==> config.mk <==
export PLATFORM = sky130hd
export DESIGN_NAME = mem_arbiter
export DESIGN_NICKNAME = d
export VERILOG_FILES = /design/src/rtl/mem_arbiter.sv
export SDC_FILE = /design/constraint.sdc
export NUM_CORES = 1
export LEC_CHECK = 0
export CAP_MARGIN = 15
export CORE_MARGIN = 3
export CORE_UTILIZATION = 43
export DETAILED_ROUTE_END_ITERATION = 7
export PLACE_DENSITY = 0.85
export SLEW_MARGIN = 20
export SYNTH_ARGS = -nofsm -noshare
export SYNTH_HDL_FRONTEND = slang
export SYNTH_SLANG_ARGS = --single-unit
==> constraint.sdc <==
create_clock -name clk -period 3.13 [get_ports clk]
set_input_delay 0.626 -clock clk [delete_from_list [all_inputs] [get_ports clk]]
set_output_delay 0.626 -clock clk [all_outputs]
set_load 0.1 [all_outputs]
==> src/rtl/mem_arbiter.sv <==
// mem_arbiter: shares one single-port memory between instruction fetch (I)
// and load/store (D). One transaction in flight at a time: IDLE arbitrates
// and latches a request, REQ offers it to memory, RSP waits for the reply and
// routes it back to the port that owns the transaction.
//
// Ports:
//   clk, rst                       clock, synchronous active-high reset
//   if_req_valid/ready, if_addr    fetch request handshake
//   if_rsp_valid, if_rsp_data      fetch response (one-cycle pulse, data held)
//   d_req_valid/ready, d_addr,
//   d_we, d_wdata, d_wstrb         load/store request handshake
//   d_rsp_valid, d_rsp_data        load/store response (data 0 for stores)
//   mem_req_valid/ready, mem_addr,
//   mem_we, mem_wdata, mem_wstrb   request to memory (fields held while waiting)
//   mem_rsp_valid, mem_rsp_data    memory response
//   busy                           transaction in progress (REQ or RSP)
module mem_arbiter #(
    parameter int ADDR_WIDTH     = 32,
    parameter int DATA_WIDTH     = 32,
    parameter int MAX_DATA_BURST = 4
) (
    input  logic                    clk,
    input  logic                    rst,
    input  logic                    if_req_valid,
    output logic                    if_req_ready,
    input  logic [ADDR_WIDTH-1:0]   if_addr,
    output logic                    if_rsp_valid,
    output logic [DATA_WIDTH-1:0]   if_rsp_data,
    input  logic                    d_req_valid,
    output logic                    d_req_ready,
    input  logic [ADDR_WIDTH-1:0]   d_addr,
    input  logic                    d_we,
    input  logic [DATA_WIDTH-1:0]   d_wdata,
    input  logic [DATA_WIDTH/8-1:0] d_wstrb,
    output logic                    d_rsp_valid,
    output logic [DATA_WIDTH-1:0]   d_rsp_data,
    output logic                    mem_req_valid,
    input  logic                    mem_req_ready,
    output logic [ADDR_WIDTH-1:0]   mem_addr,
    output logic                    mem_we,
    output logic [DATA_WIDTH-1:0]   mem_wdata,
    output logic [DATA_WIDTH/8-1:0] mem_wstrb,
    input  logic                    mem_rsp_valid,
    input  logic [DATA_WIDTH-1:0]   mem_rsp_data,
    output logic                    busy
);
    localparam int STRB_WIDTH   = DATA_WIDTH / 8;
    localparam int STREAK_WIDTH = $clog2(MAX_DATA_BURST + 1);
    localparam logic [STREAK_WIDTH-1:0] STREAK_MAX = STREAK_WIDTH'(MAX_DATA_BURST);
    localparam logic [STREAK_WIDTH-1:0] STREAK_ONE = STREAK_WIDTH'(1'b1);

    typedef enum logic [1:0] {
        ST_IDLE = 2'd0,
        ST_REQ  = 2'd1,
        ST_RSP  = 2'd2
    } state_t;

    state_t                  state_r;
    state_t                  state_next_s;
    logic                    owner_d_r;     // 1: D owns the transaction, 0: I
    logic [STREAK_WIDTH-1:0] streak_r;      // D grants in a row while I waited
    logic [ADDR_WIDTH-1:0]   addr_r;
    logic                    we_r;
    logic [DATA_WIDTH-1:0]   wdata_r;
    logic [STRB_WIDTH-1:0]   wstrb_r;
    logic                    if_rsp_valid_r;
    logic [DATA_WIDTH-1:0]   if_rsp_data_r;
    logic                    d_rsp_valid_r;
    logic [DATA_WIDTH-1:0]   d_rsp_data_r;
    logic                    mem_req_valid_r;
    logic                    busy_r;
    logic                    grant_d_s;
    logic                    grant_i_s;

    // Arbitration: D wins unless I has waited through a full D streak.
    // Held off during reset so no request is acknowledged while rst is high.
    always_comb begin
        grant_d_s = 1'b0;
        grant_i_s = 1'b0;
        if ((state_r == ST_IDLE) && !rst) begin
            if (d_req_valid && !(if_req_valid && (streak_r == STREAK_MAX))) begin
                grant_d_s = 1'b1;
            end else if (if_req_valid) begin
                grant_i_s = 1'b1;
            end else begin
                grant_d_s = 1'b0;
                grant_i_s = 1'b0;
            end
        end else begin
            grant_d_s = 1'b0;
            grant_i_s = 1'b0;
        end
    end

    // Next-state logic for the IDLE -> REQ -> RSP transaction sequence.
    always_comb begin
        state_next_s = state_r;
        case (state_r)
            ST_IDLE: begin
                if (grant_d_s || grant_i_s) begin
                    state_next_s = ST_REQ;
                end else begin
                    state_next_s = ST_IDLE;
                end
            end
            ST_REQ: begin
                if (mem_req_ready) begin
                    state_next_s = ST_RSP;
                end else begin
                    state_next_s = ST_REQ;
                end
            end
            ST_RSP: begin
                if (mem_rsp_valid) begin
                    state_next_s = ST_IDLE;
                end else begin
                    state_next_s = ST_RSP;
                end
            end
            default: state_next_s = ST_IDLE;
        endcase
    end

    // State register plus status flags decoded from the next state.
    always_ff @(posedge clk) begin
        if (rst) begin
            state_r         <= ST_IDLE;
            mem_req_valid_r <= 1'b0;
            busy_r          <= 1'b0;
        end else begin
            state_r         <= state_next_s;
            mem_req_valid_r <= (state_next_s == ST_REQ);
            busy_r          <= (state_next_s != ST_IDLE);
        end
    end

    // Latch the granted request; fields then stay put until the next grant.
    always_ff @(posedge clk) begin
        if (rst) begin
            owner_d_r <= 1'b0;
            addr_r    <= {ADDR_WIDTH{1'b0}};
            we_r      <= 1'b0;
            wdata_r   <= {DATA_WIDTH{1'b0}};
            wstrb_r   <= {STRB_WIDTH{1'b0}};
        end else if (grant_d_s) begin
            owner_d_r <= 1'b1;
            addr_r    <= d_addr;
            we_r      <= d_we;
            wdata_r   <= d_wdata;
            wstrb_r   <= d_wstrb;
        end else if (grant_i_s) begin
            owner_d_r <= 1'b0;
            addr_r    <= if_addr;
            we_r      <= 1'b0;
            wdata_r   <= {DATA_WIDTH{1'b0}};
            wstrb_r   <= {STRB_WIDTH{1'b0}};
        end
    end

    // Streak counter: counts D grants that made a waiting I wait longer.
    // Cannot overflow: at STREAK_MAX with I waiting, D is never granted.
    always_ff @(posedge clk) begin
        if (rst) begin
            streak_r <= {STREAK_WIDTH{1'b0}};
        end else if (grant_d_s) begin
            streak_r <= if_req_valid ? (streak_r + STREAK_ONE) : {STREAK_WIDTH{1'b0}};
        end else if (grant_i_s) begin
            streak_r <= {STREAK_WIDTH{1'b0}};
        end
    end

    // Route the memory reply to the owner as a one-cycle pulse; data holds.
    always_ff @(posedge clk) begin
        if (rst) begin
            if_rsp_valid_r <= 1'b0;
            if_rsp_data_r  <= {DATA_WIDTH{1'b0}};
            d_rsp_valid_r  <= 1'b0;
            d_rsp_data_r   <= {DATA_WIDTH{1'b0}};
        end else begin
            if_rsp_valid_r <= 1'b0;
            d_rsp_valid_r  <= 1'b0;
            if ((state_r == ST_RSP) && mem_rsp_valid) begin
                if (owner_d_r) begin
                    d_rsp_valid_r <= 1'b1;
                    d_rsp_data_r  <= we_r ? {DATA_WIDTH{1'b0}} : mem_rsp_data;
                end else begin
                    if_rsp_valid_r <= 1'b1;
                    if_rsp_data_r  <= mem_rsp_data;
                end
            end
        end
    end

    assign if_req_ready  = grant_i_s;
    assign d_req_ready   = grant_d_s;
    assign if_rsp_valid  = if_rsp_valid_r;
    assign if_rsp_data   = if_rsp_data_r;
    assign d_rsp_valid   = d_rsp_valid_r;
    assign d_rsp_data    = d_rsp_data_r;
    assign mem_req_valid = mem_req_valid_r;
    assign mem_addr      = addr_r;
    assign mem_we        = we_r;
    assign mem_wdata     = wdata_r;
    assign mem_wstrb     = wstrb_r;
    assign busy          = busy_r;

endmodule

==> results.py, run 1 <==
metrics = {
    "critical_path": {
        "path_cells": "clkdlybuf4s50_1 -> nor4b_4 -> a21boi_2 -> buf_12",
        "r2r_start": "state_r[0]$_SDFF_PP0_",
        "regToRegSetupSlack_ns": 1.22,
        "cp_top_family": "buffers and inverters",
        "startpoint_type": "input pin",
        "crit_start": "if_req_valid",
        "crit_type": "in -> out",
        "reg2reg_to": "mem_addr[8]$_SDFFE_PP0P_",
        "slowest_delay_ns": 0.63,
        "required_ns": 2.50,
        "critPathMaxFanout": 6,
        "crit_path_end_kind": "output pin",
        "path_buf_inv": 2,
        "reg2regPathDepth": 4,
        "cp_slowest_cell": "clkdlybuf4s50_1",
        "cp.arrival_ns": 1.97,
    },
    "floorplan": {
        "die_area_sq_mm": 0.01436,
        "core_area_sq_mm": 0.01236,
        "die_height_um": 119.8,
        "start_util_pct": 45.08,
        "io_pins": 278,
        "row_count": 40,
        "die_w_um": 119.8,
    },
    "flow_run": {
        "max_cap_violations": 0,
    },
    "route": {
        "routedWlPerCell_um": 17.86,
        "drc": 0,
        "drt_first_pass_iters": 5,
        "routed_wirelength_um": 18160,
        "via_per_inst": 5.556,
        "antenna_left": 0,
        "vias": 5650,
        "drt_iter0_markers": 447,
    },
    "clocking": {
        "clock_path_buffers": 2,
        "clk-insertion-delay-late_ns": 0.41,
        "clock-root-buffer": "clkbuf_16",
        "holdBufCountCts": 0,
        "ctsResizeCount": 0,
        "postCtsSetupRepairBufs": 0,
        "path_clk_slew_ns": 0.06,
        "numCtsBuffers": 17,
        "cts_tree": "built",
        "htree_levels": 4,
        "cts.sinks": 143,
    },
    "final_layout": {
        "antenna_cells": 0,
        "nets": 977,
        "fin_util_pct": 69.61,
        "drive_above_1_share_pct": 22.85,
        "multiInputGateArea_sq_mm": 0.002389,
        "register_area_sq_mm": 0.002863,
        "area_delta_synth_final_pct": 54.40,
        "fillers": 955,
    },
    "global_route": {
        "grt_first_pass_wirelength_um": 28690,
        "grt-busiest-layer": "met2",
        "grt.overflow.total": 0,
        "grtUsageMet2_pct": 42.55,
        "track_usage_pct": 24.61,
        "grt_max_degree": 41,
        "antenna_found_initial": 0,
        "use_met1_pct": 28.30,
        "met3_usage_pct": 5.844,
        "grt_pass1_vias": 5638,
    },
    "power_and_ir_drop": {
        "p_leak_uw": 0.003360,
        "power.density_mw_per_mm2": 573.9,
        "ir_drop_mv": 0.3046,
    },
    "timing": {
        "skew_ns": 0.005274,
        "period_share_pct": 83.06,
        "relSlewSlack_pct": 50.01,
        "finalHoldViolCount": 0,
        "tns_ns": 0,
        "drv_slew": 0,
        "max_freq_mhz": 384.6,
        "fin_crit_ns": 2.600,
        "setup_viol": 0,
        "grt_setup_unrepaired": "false",
        "worstMarginPinSlew_ns": 0.7480,
    },
    "yosys": {
        "ys_types": 41,
        "ys_seq_area_share_pct": 51.37,
        "yosysMostFrequentCell": "dfxtp_1",
        "netlist.area_leader.share_pct": 51.37,
        "synth_ff_type": "dfxtp_1",
        "synth_seq_cells": 143,
        "syn-cell-area_sq_mm": 0.005573,
        "synth_top_area_cell": "dfxtp_1",
        "syn_avg_cell_area_sq_um": 9.398,
        "synthTopCellsByArea": "dfxtp_1 51%, a21oi_1 9.2%, mux2i_1 5.7%",
        "ys_warn_count": 0,
        "synth-edff-count": 0,
        "syn_inst": 593,
        "synth_common_cells": "143 x dfxtp_1, 102 x a21oi_1, 67 x nand2_1",
        "synth_nets": 734,
        "async_reset_ff_share_pct": 0,
    },
    "status": {
        "status": "complete, no violations",
    },
    "place": {
        "port-buffer-count": 277,
        "post-dp-hpwl_um": 12560,
        "gp_congestion": 0.8422,
    },
    "hold_path": {
        "holdPathStages": 2,
        "hp-class": "reg -> reg",
        "worstHoldStart": "if_rsp_data[10]$_SDFFE_PP0P_",
        "hold_path_end": "if_rsp_data[10]$_SDFFE_PP0P_",
    },
}
worst reg2reg max path: cells and delay by family, from the launching register on:
kind | cells | cell delay (ns)
DFF | 1 | 0.51
AOI/OAI and AO/OA | 1 | 0.09
and+or+nand+nor | 1 | 0.34
buffers and inverters | 1 | 0.53
muxes | 1 | 0.32
cell usage in the layout (no fill, tap or decap), types with 4 or more instances in the layout:
master | Yosys | routed
o21ai_0 | 36 | 36
o41ai_1 | 32 | 32
mux2i_1 | 32 | 32
clkinvlp_4 | 0 | 4
inv_1 | 6 | 6
clkdlybuf4s50_1 | 0 | 137
o21ai_1 | 6 | 6
nand4_1 | 37 | 37
buf_4 | 1 | 151
a21oi_1 | 102 | 102
dfxtp_1 | 143 | 143
clkbuf_16 | 0 | 17
nand2_1 | 67 | 67
a22o_1 | 32 | 32
state kept, by name, indices dropped and copies added (netlist names):
| register | cells |
|---|---|
| if_rsp_valid | 1 |
| owner_d_r | 1 |
| d_rsp_data | 32 |
| streak_r | 3 |
| mem_we | 1 |
| mem_wstrb | 4 |
| mem_wdata | 32 |
| busy | 1 |
| mem_req_valid | 1 |
| mem_addr | 32 |
| if_rsp_data | 32 |
| d_rsp_valid | 1 |
| state_r | 2 |
power by group:
| part | switching (uW) | internal [uW] | total (uW) |
|---|---|---|---|
| sequential | 46.4 | 1890 | 1940 |
| combinational | 743 | 335 | 1080 |
| clock | 785 | 1140 | 1920 |
| total | 1570 | 3360 | 4940 |
cell type report:
| cell class | instances | area share [%] |
|---|---|---|
| Sequential cell | 143 | 33.27 |
| Timing Repair Buffer | 291 | 29.64 |
| Multi-Input combinational cell | 376 | 27.76 |
| Clock buffer | 20 | 5.308 |
| Tap cell | 168 | 2.443 |
| Clock inverter | 12 | 1.280 |
| Inverter | 7 | 0.3054 |
per-layer routing:
metal / routed length [um] / vias up
li1: - / 2678
met1: 7010 / 2668
met5: 0 / -
met4: 642 / 0
met2: 9210 / 257
met3: 1296 / 47
per-stage QoR:
stage / total power (uW) / worst slack, ns / cells / hold WS [ns] / area (sq um)
after floorplan: 2697 / 0.2995 / 593 / 0.4565 / 5577
after global placement: 3033 / 0.5342 / 985 / 0.4435 / 8030
after detailed placement: 3051 / 0.4355 / 985 / 0.4499 / 8035
after CTS: 4964 / 0.5273 / 1017 / 0.4598 / 8602
after global routing: 5107 / 0.4745 / 1017 / 0.4771 / 8605
final: 4938 / 0.5302 / 1017 / 0.4575 / 8605
worst max path at each step:
stage / slack, ns / cells past startpoint / end
3_5_place_dp: 0.44 / 4 / mem_addr[6]$_SDFFE_PP0P_
2_1_floorplan: 0.30 / 5 / if_req_ready
4_1_cts: 0.53 / 4 / if_req_ready
6_report: 0.53 / 4 / if_req_ready
3_3_place_gp: 0.53 / 4 / mem_we$_SDFFE_PP0P_
5_1_grt: 0.47 / 4 / if_req_ready
kinds of logic after synthesis:
family / synth area share (%)
multiplexers: 5.748
AO/OA/AOI/OAI: 24.25
flip-flops: 51.37
buffers and inverters: 6.668
adder cells (fa/ha/maj): 0.4490
AND/OR/NAND/NOR: 11.52
No activity file was read; power rests on OpenSTA's default activity.
==> run 2, diff against run 1 <==
Settings changed: CORE_UTILIZATION 43 to 36, PLACE_DENSITY 0.85 to 0.76.
Clock period 3.13 ns to 2.36 ns, I/O delays scaled along.
==> run 2 against run 1 <==
Critical endpoint unchanged. Utilization down 10 points. Worst setup slack worse by 0.39 ns. Global-route usage down 4.4 points. Largest cell class unchanged. Largest power group is now clock. Design area up 2.3%.
==> results.py, run 2 (synthesized netlist as in run 1, its figures left out) <==
metrics = {
    "global_route": {
        "grt.overflow.total": 0,
        "use_met1_pct": 25.25,
        "grt_pass1_vias": 5118,
        "antenna_found_initial": 0,
        "grtUsageMet2_pct": 32.26,
        "grt_first_pass_wirelength_um": 27150,
        "grt-busiest-layer": "met2",
        "met3_usage_pct": 6.870,
        "grt_max_degree": 39,
        "track_usage_pct": 20.22,
    },
    "final_layout": {
        "antenna_cells": 0,
        "final_cell_area_sq_mm": 0.008806,
        "final_common_cell": "buf_4",
        "nets": 985,
        "multiInputGateArea_sq_mm": 0.002389,
        "register_area_sq_mm": 0.002863,
        "fillers": 1278,
        "fin_util_pct": 59.24,
        "mostFrequentLayoutCells": "154 x buf_4, 143 x dfxtp_1, 137 x clkdlybuf4s50_1",
        "drive_above_1_share_pct": 23.34,
        "final-instance-count-excl-fill": 1041,
        "area_delta_synth_final_pct": 58.02,
    },
    "floorplan": {
        "row_count": 44,
        "start_util_pct": 37.49,
        "die_height_um": 130.4,
        "die_w_um": 130.4,
        "core_area_sq_mm": 0.01486,
        "io_pins": 278,
        "die_area_sq_mm": 0.01701,
    },
    "place": {
        "gp_congestion": 0.8028,
        "port-buffer-count": 277,
        "dpl.cell_count": 1009,
        "place_area_sq_mm": 0.008180,
        "post-dp-hpwl_um": 12190,
    },
    "critical_path": {
        "reg2reg_to": "busy$_SDFF_PP0_",
        "crit_type": "in -> out",
        "path_cells": "clkdlybuf4s50_1 -> nor4b_4 -> a21boi_4 -> buf_12",
        "slowest_delay_ns": 0.59,
        "cp_top_family": "buffers and inverters",
        "critPathMaxFanout": 6,
        "required_ns": 1.89,
        "reg2regPathDepth": 4,
        "r2r_start": "state_r[1]$_SDFF_PP0_",
        "path_buf_inv": 2,
        "cp.arrival_ns": 1.75,
        "cp_slowest_cell": "clkdlybuf4s50_1",
        "regToRegSetupSlack_ns": 0.55,
        "crit_path_end_kind": "output pin",
        "startpoint_type": "input pin",
    },
    "timing": {
        "setup_viol": 0,
        "fin_crit_ns": 2.217,
        "skew_ns": 0.006215,
        "worstMarginPinSlew_ns": 0.5566,
        "relSlewSlack_pct": 62.84,
        "grt_setup_unrepaired": "false",
        "drv_slew": 0,
        "max_freq_mhz": 451.0,
        "tns_ns": 0,
        "finalHoldViolCount": 0,
        "period_share_pct": 93.95,
    },
    "hold_path": {
        "hp-class": "reg -> reg",
        "holdPathStages": 2,
        "hold_path_end": "if_rsp_data[19]$_SDFFE_PP0P_",
        "worstHoldStart": "if_rsp_data[19]$_SDFFE_PP0P_",
    },
    "route": {
        "vias": 5541,
        "via_per_inst": 5.323,
        "antenna_left": 0,
        "drt_first_pass_iters": 5,
        "drc": 0,
        "routedWlPerCell_um": 17.41,
        "drt_iter0_markers": 287,
        "routed_wirelength_um": 18120,
    },
    "power_and_ir_drop": {
        "power.density_mw_per_mm2": 775.0,
        "p_leak_uw": 0.003443,
        "finalPower_uw": 6825,
        "ir_drop_mv": 0.4426,
    },
    "clocking": {
        "clk-insertion-delay-late_ns": 0.41,
        "cts.sinks": 143,
        "cts_tree": "built",
        "clock_path_buffers": 2,
        "clock-root-buffer": "clkbuf_16",
        "htree_levels": 4,
        "postCtsSetupRepairBufs": 0,
        "numCtsBuffers": 17,
        "path_clk_slew_ns": 0.06,
        "holdBufCountCts": 0,
        "ctsResizeCount": 0,
    },
    "flow_run": {
        "max_cap_violations": 0,
    },
    "status": {
        "status": "complete, no violations",
    },
}
## run 2: tightest hold or removal path: stages, from the launching register on
cell and delay, ns:
dfxtp_1 0.31, nand2_1 0.05, a21oi_1 0.05
## run 2: worst max path at each step
stage / from / to / slack (ns) / cells after the start
4_1_cts: streak_r[0]$_SDFFE_PP0P_ / d_req_ready / 0.13 / 6
3_5_place_dp: if_req_valid / mem_addr[9]$_SDFFE_PP0P_ / 0.1 / 6
6_report: if_req_valid / if_req_ready / 0.14 / 4
5_1_grt: streak_r[0]$_SDFFE_PP0P_ / d_req_ready / 0.02 / 6
3_3_place_gp: if_req_valid / if_req_ready / 0.16 / 4
2_1_floorplan: rst / d_req_ready / 0.08 / 5
## run 2: layout make-up
type,count,area share (%)
clock inverters,11,1.762
inverters,7,0.2984
repair buffers,299,30.35
well taps,184,2.614
flip-flops and latches,143,32.51
multi-input cells,376,27.12
clock buffers,21,5.342
## run 2: metrics by stage
stage | hold WS (ns) | setup slack (ns)
final | 0.4542 | 0.1428
after global routing | 0.4745 | 0.01945
after CTS | 0.4554 | 0.1289
after detailed placement | 0.4472 | 0.09722
after global placement | 0.4429 | 0.1582
after floorplan | 0.4565 | 0.08253
## run 2: where the power goes
part           switching (uW)  total [uW]  internal, uW  leakage (uW)
Sequential               56.0        2560          2510       0.00116
Clock                    1050        2810          1760      0.000293
Combinational             991        1450           461       0.00199
Total                    2100        6820          4730       0.00344
## run 2: per-layer routing
| metal | part of all wire, % | vias to the layer above |
|---|---|---|
| met3 | 8.3 | 31 |
| met1 | 42 | 2573 |
| met5 | 0 | - |
| li1 | - | 2697 |
| met4 | 2.4 | 0 |
| met2 | 47 | 240 |
